`config.mk`:
```
export PLATFORM = sky130hd
export DESIGN_NAME = stf_stream_gen
export DESIGN_NICKNAME = d
export VERILOG_FILES = /design/src/rtl/stf_stream_gen.sv
export SDC_FILE = /design/constraint.sdc
export NUM_CORES = 1
export LEC_CHECK = 0
export ABC_AREA = 1
export CAP_MARGIN = 15
export CELL_PAD_IN_SITES_DETAIL_PLACEMENT = 1
export CELL_PAD_IN_SITES_GLOBAL_PLACEMENT = 1
export CORE_UTILIZATION = 45
export DETAILED_ROUTE_END_ITERATION = 7
export DONT_BUFFER_PORTS = 1
export MAX_ROUTING_LAYER = met4
export PLACE_DENSITY_LB_ADDON = 0.25
export SLEW_MARGIN = 0
export SYNTH_ARGS = -nofsm -noshare
export SYNTH_HDL_FRONTEND = slang
export SYNTH_SLANG_ARGS = --single-unit
```
`constraint.sdc`:
```
create_clock -name clk -period 2.3 [get_ports clk]
set_clock_uncertainty 0.2 [all_clocks]
set_input_delay 0.46 -clock clk [delete_from_list [all_inputs] [get_ports clk]]
set_output_delay 0.46 -clock clk [all_outputs]
set_load 0.01 [all_outputs]
```
`src/rtl/stf_stream_gen.sv`:
```
// stf_stream_gen: streams an 802.11 short-training-field burst (NUM_REP periods
// of the 16-sample STF) over a valid/ready handshake. Samples are rescaled to
// IQ_W bits, attenuated by a latched gain shift, and the first and last sample
// of the burst can be halved to soften the burst edges.
module stf_stream_gen #(
    parameter int IQ_W    = 16,
    parameter int NUM_REP = 10,
    parameter int WINDOW  = 1
) (
    input  logic                   clk,
    input  logic                   phy_tx_arestn,
    input  logic                   start,
    input  logic                   abort,
    input  logic [1:0]             gain_shift,
    output logic signed [IQ_W-1:0] o_i,
    output logic signed [IQ_W-1:0] o_q,
    output logic                   o_valid,
    input  logic                   i_ready,
    output logic                   o_last,
    output logic                   busy,
    output logic                   done
);

    localparam logic [1:0] S_IDLE = 2'd0;
    localparam logic [1:0] S_RUN  = 2'd1;
    localparam logic [1:0] S_FIN  = 2'd2;

    // Rescaling is done in a 40-bit field: left-justify the 16-bit value by 24
    // bits, then one arithmetic right shift lands it at IQ_W bits. This covers
    // both the widening (exact) and narrowing (floor) cases with one path.
    localparam int         SCALE_SHR = 40 - IQ_W;
    localparam logic [3:0] REP_LAST  = 4'(NUM_REP - 1);

    // 16-entry STF base table, {I, Q} as 16-bit two's complement
    function automatic logic [31:0] stf_base(input logic [3:0] idx);
        logic [31:0] v;
        case (idx)
            4'd0:    v = {16'hfd0e, 16'hfd0e};
            4'd1:    v = {16'hfe68, 16'h03d9};
            4'd2:    v = {16'h042a, 16'h0000};
            4'd3:    v = {16'hfe68, 16'hfc27};
            4'd4:    v = {16'hfd0e, 16'h02f2};
            4'd5:    v = {16'h03d9, 16'h0198};
            4'd6:    v = {16'h0000, 16'hfbd6};
            4'd7:    v = {16'hfc27, 16'h0198};
            4'd8:    v = {16'h02f2, 16'h02f2};
            4'd9:    v = {16'h0198, 16'hfc27};
            4'd10:   v = {16'hfbd6, 16'h0000};
            4'd11:   v = {16'h0198, 16'h03d9};
            4'd12:   v = {16'h02f2, 16'hfd0e};
            4'd13:   v = {16'hfc27, 16'hfe68};
            4'd14:   v = {16'h0000, 16'h042a};
            default: v = {16'h03d9, 16'hfe68};
        endcase
        return v;
    endfunction

    // Width conversion, gain attenuation and optional edge halving of one component
    function automatic logic [IQ_W-1:0] scale(input logic [15:0] b, input logic [1:0] g,
                                              input logic win);
        logic signed [39:0] w;
        w = {{24{b[15]}}, b};
        w = (w <<< 24) >>> SCALE_SHR;
        w = w >>> g;
        if (win) begin
            w = w >>> 1;
        end
        return w[IQ_W-1:0];
    endfunction

    logic [1:0]            state_q, state_d;
    logic [3:0]            idx_q, idx_d;
    logic [3:0]            rep_q, rep_d;
    logic [1:0]            gain_q, gain_d;
    logic signed [IQ_W-1:0] i_q, i_d;
    logic signed [IQ_W-1:0] q_q, q_d;
    logic                  valid_q, valid_d;
    logic                  last_q, last_d;
    logic                  busy_q, busy_d;
    logic                  done_q, done_d;

    logic [3:0]  nxt_idx;
    logic [3:0]  nxt_rep;
    logic        nxt_last;
    logic [31:0] nxt_base;
    logic [31:0] first_base;

    // Look-ahead to the sample that follows the one currently presented
    always_comb begin
        nxt_idx    = idx_q + 4'd1;
        nxt_rep    = (idx_q == 4'd15) ? rep_q + 4'd1 : rep_q;
        nxt_last   = (nxt_rep == REP_LAST) && (nxt_idx == 4'd15);
        nxt_base   = stf_base(nxt_idx);
        first_base = stf_base(4'd0);
    end

    // Next-state logic: abort overrides everything, otherwise IDLE/RUN/FIN sequencing
    always_comb begin
        state_d = state_q;
        idx_d   = idx_q;
        rep_d   = rep_q;
        gain_d  = gain_q;
        i_d     = i_q;
        q_d     = q_q;
        valid_d = valid_q;
        last_d  = last_q;
        busy_d  = busy_q;
        done_d  = 1'b0;
        if (abort) begin
            state_d = S_IDLE;
            idx_d   = 4'd0;
            rep_d   = 4'd0;
            valid_d = 1'b0;
            last_d  = 1'b0;
            busy_d  = 1'b0;
        end else begin
            case (state_q)
                S_IDLE: begin
                    if (start) begin
                        // first sample is presented straight away, using the live gain input
                        state_d = S_RUN;
                        gain_d  = gain_shift;
                        idx_d   = 4'd0;
                        rep_d   = 4'd0;
                        i_d     = scale(first_base[31:16], gain_shift, WINDOW != 0);
                        q_d     = scale(first_base[15:0], gain_shift, WINDOW != 0);
                        valid_d = 1'b1;
                        last_d  = 1'b0;
                        busy_d  = 1'b1;
                    end
                end
                S_RUN: begin
                    if (valid_q && i_ready) begin
                        if (last_q) begin
                            state_d = S_FIN;
                            valid_d = 1'b0;
                            last_d  = 1'b0;
                            busy_d  = 1'b0;
                        end else begin
                            idx_d  = nxt_idx;
                            rep_d  = nxt_rep;
                            i_d    = scale(nxt_base[31:16], gain_q, (WINDOW != 0) && nxt_last);
                            q_d    = scale(nxt_base[15:0], gain_q, (WINDOW != 0) && nxt_last);
                            last_d = nxt_last;
                        end
                    end
                end
                S_FIN: begin
                    state_d = S_IDLE;
                    done_d  = 1'b1;
                end
                default: begin
                    state_d = S_IDLE;
                end
            endcase
        end
    end

    // State and output registers with asynchronous active-low clear
    always_ff @(posedge clk or negedge phy_tx_arestn) begin
        if (!phy_tx_arestn) begin
            state_q <= S_IDLE;
            idx_q   <= 4'd0;
            rep_q   <= 4'd0;
            gain_q  <= 2'd0;
            i_q     <= '0;
            q_q     <= '0;
            valid_q <= 1'b0;
            last_q  <= 1'b0;
            busy_q  <= 1'b0;
            done_q  <= 1'b0;
        end else begin
            state_q <= state_d;
            idx_q   <= idx_d;
            rep_q   <= rep_d;
            gain_q  <= gain_d;
            i_q     <= i_d;
            q_q     <= q_d;
            valid_q <= valid_d;
            last_q  <= last_d;
            busy_q  <= busy_d;
            done_q  <= done_d;
        end
    end

    assign o_i     = i_q;
    assign o_q     = q_q;
    assign o_valid = valid_q;
    assign o_last  = last_q;
    assign busy    = busy_q;
    assign done    = done_q;

endmodule

```
==> flow_metrics.tcl <==
set metrics [dict create \
    outcome "complete, but fails checks" \
    violations "design-rule violations, negative setup slack" \
    drt_first_pass_iters 7 \
    synth.avg_cell_area_um2 6.37 \
    clk_latency_ns 0.30 \
    power.density_mw_per_mm2 1190 \
    grt_pass1_vias 3506 \
    fin_ws_ns -0.0224 \
    root_buffer "clkbuf_8" \
    max_freq_mhz 431 \
    wl_met1_um 4690 \
    top_layer "met4" \
    synth_area_mm2 0.00302 \
    min_period_ns 2.32 \
    slowest_delay_ns 0.43 \
    antenna_left 0 \
    crit_start "idx_q[1]" \
    grt_setup_unrepaired "yes" \
    rr_startpoint "idx_q[1]" \
    synth_ff_type "dfrtp_1" \
    multiInputGateArea_mm2 0.00196 \
    setup_viol 5 \
    vias 3574 \
    via_per_inst 6.26 \
    drt-total-wl_um 11700 \
    synth.most_common_cell "nand2_1" \
    grt_usage 0.303 \
    synth.largest_area_cell "dfrtp_1" \
    wl_per_cell_um 20.6 \
    start_util 0.471 \
    cts_buffers 5 \
    area_delta_synth_final_pct 22.2 \
    antennaDiodeCount 0 \
    clockBufferDepth 2 \
    critPathKind "reg2reg" \
    regArea_um2 977 \
    grt_pass1_wl_um 16500 \
    cts_htree_levels 2 \
    drc 7 \
    synth_cells 475 \
    nNetsFinal 507 \
    path_clk_slew_ns 0.08 \
    critPathMaxFanout 10 \
    ys_ff_latch 39 \
    yosys-top-cells-count "nand2_1 (159), nand3_1 (108), dfrtp_1 (39)" \
    tightest_slew_ns 0.693 \
    ios 43 \
    r2r_cells 12 \
    met2_length_um 5930 \
    tns_ns -0.0765 \
    antenna_found_initial 0 \
    finalHoldViolations 0 \
    cpMaxStageDelayCell "dfrtp_1" \
    cp-end-kind "register" \
    die_w_um 84.0 \
    slew_headroom 0.537 \
    cts.sinks 39 \
    cp-start-kind "register" \
    worstPathArrival_ns 2.30 \
    synth-seq-area-share 0.323 \
    syn-num-nets 489 \
    wl_met3_um 711 \
    fin_hold_ws_ns 0.0113 \
    ys_types 29 \
    slew_viol_final 0 \
    synth_top_area_share 0.323 \
    numPortBuffers 0 \
    die_y_um 84.0 \
    dp_hpwl_um 7220 \
    synth_warnings 0 \
    leakage_uw 0.00176 \
    synth-edff-count 0 \
    cp_cell_sequence "ha_4 -> nand2_4 -> nor2_4 -> nand4_1 -> nand2_1 -> nand2_2 -> nor2_4 -> buf_12 -> clkbuf_16 -> nand3_1 -> nand3_1 -> a21oi_1" \
    fp.coreArea_mm2 0.00642 \
    place_congestion 0.940 \
    drv_cap 0 \
    crit_required_ns 2.28 \
    min_from "abort" \
    grt-ovfl-total 0 \
    vdd_drop_max_mv 0.798 \
    holdPathStages 1 \
    tritoncts "built" \
    nFillCells 838 \
    grt_max_degree 40 \
    place_ws_ns -0.0422 \
    yosys-top-cells-area "dfrtp_1 (32%), nand2_1 (20%), nand3_1 (18%), nor2_1 (4.2%), a21oi_1 (4.0%)" \
    synth_async_sr_flop_share 1.00 \
    post-route-period-util 1.01 \
    hp-class "in2reg" \
    rows 29 \
    fp.dieArea_mm2 0.00705 \
    drt-initial-drc-count 297 \
    layout-drive-gt1-share 0.219 \
]
-- worst max-delay path, delay by kind of cell, from the launching register on --
family | cells | cell delay [ns]
AND/OR/NAND/NOR | 8 | 0.97
flip-flops | 1 | 0.43
buffers and inverters | 2 | 0.32
adder cells (fa/ha/maj) | 1 | 0.19
AO/OA/AOI/OAI | 1 | 0.08
-- cell type report --
| type | instances | area share |
|---|---|---|
| Clock buffer | 6 | 0.0224 |
| Timing Repair inverter | 1 | 0.00305 |
| Sequential cell | 39 | 0.264 |
| Timing Repair Buffer | 38 | 0.107 |
| Clock inverter | 2 | 0.00948 |
| Inverter | 33 | 0.0373 |
| Tap cell | 77 | 0.0261 |
| Multi-Input combinational cell | 375 | 0.530 |
-- where the power goes --
part / internal (uW) / switching [uW]
combinational: 828 / 1680
clock: 352 / 282
sequential: 928 / 326
-- logic make-up (layout without fill, tap and decap cells) --
kind of cell	after synthesis	count (layout)	synth area share
adders and majority gates	7	7	0.0290
buffers and inverters	61	80	0.0985
AOI/OAI and AO/OA	52	52	0.0943
and+or+nand+nor	316	316	0.456
DFF	39	39	0.323
-- cell usage in the layout, fill, tap and decap left out, types with 2 or more instances in the layout --
cell type | netlist | final
o22ai_1 | 7 | 7
nor2_4 | 3 | 5
a21oi_1 | 24 | 16
buf_12 | 0 | 4
o21ai_2 | 0 | 3
a31oi_1 | 3 | 3
inv_2 | 5 | 5
a21oi_2 | 0 | 8
o211ai_1 | 2 | 2
nand2_2 | 5 | 14
buf_4 | 11 | 25
clkbuf_8 | 0 | 6
ha_4 | 0 | 3
nand2_1 | 159 | 147
nand4_1 | 3 | 3
buf_6 | 3 | 6
dfrtp_1 | 39 | 38
o21ai_0 | 12 | 9
clkbuf_16 | 0 | 2
inv_1 | 27 | 24
nand3_2 | 0 | 14
nor2_1 | 34 | 32
nand3_1 | 108 | 94
inv_8 | 0 | 2
ha_1 | 7 | 4
nand2_4 | 1 | 4
-- path summary, 6_finish.rpt --
path                       endpoint  slack (ns)
min in group asynchronous  idx_q[2]        0.39
max reg2reg                  o_q[0]       -0.02
max in group asynchronous  idx_q[1]        1.27
min reg2reg                 o_i[10]        0.38
max                          o_q[0]       -0.02
min                            done        0.01
-- repair_timing --
action                                  in CTS  in global routing
pin swaps                                    0                 15
endpoints found under the setup margin       2                 25
gates cloned                                 0                  3
gates resized for setup                      2                 72
hold endpoints to repair                    39                  0
hold buffers                                 2                  0
setup buffers                                0                 15
-- per-stage QoR --
step	utilization	area, um^2	power [uW]	std cells
floorplan	-	3020	2830	475
global placement	0.483	3100	3290	543
detailed placement	0.483	3100	3360	543
CTS	0.506	3250	4020	553
global route	0.575	3690	4690	571
finish	0.575	3690	4400	571
-- layer usage --
layer  GRT usage  up-vias
li1            -     1597
met3      0.0435       39
met1       0.370     1793
met2       0.510      145
met4       0.110        0
met5           -        -
-- sequential cells by signal (all words and copies together) (netlist names) --
name / count
gain_q: 2
rep_q: 4
o_q: 12
busy: 1
o_i: 12
done: 1
state_q: 2
o_last: 1
idx_q: 4
No activity file was read; power rests on OpenSTA's default activity.
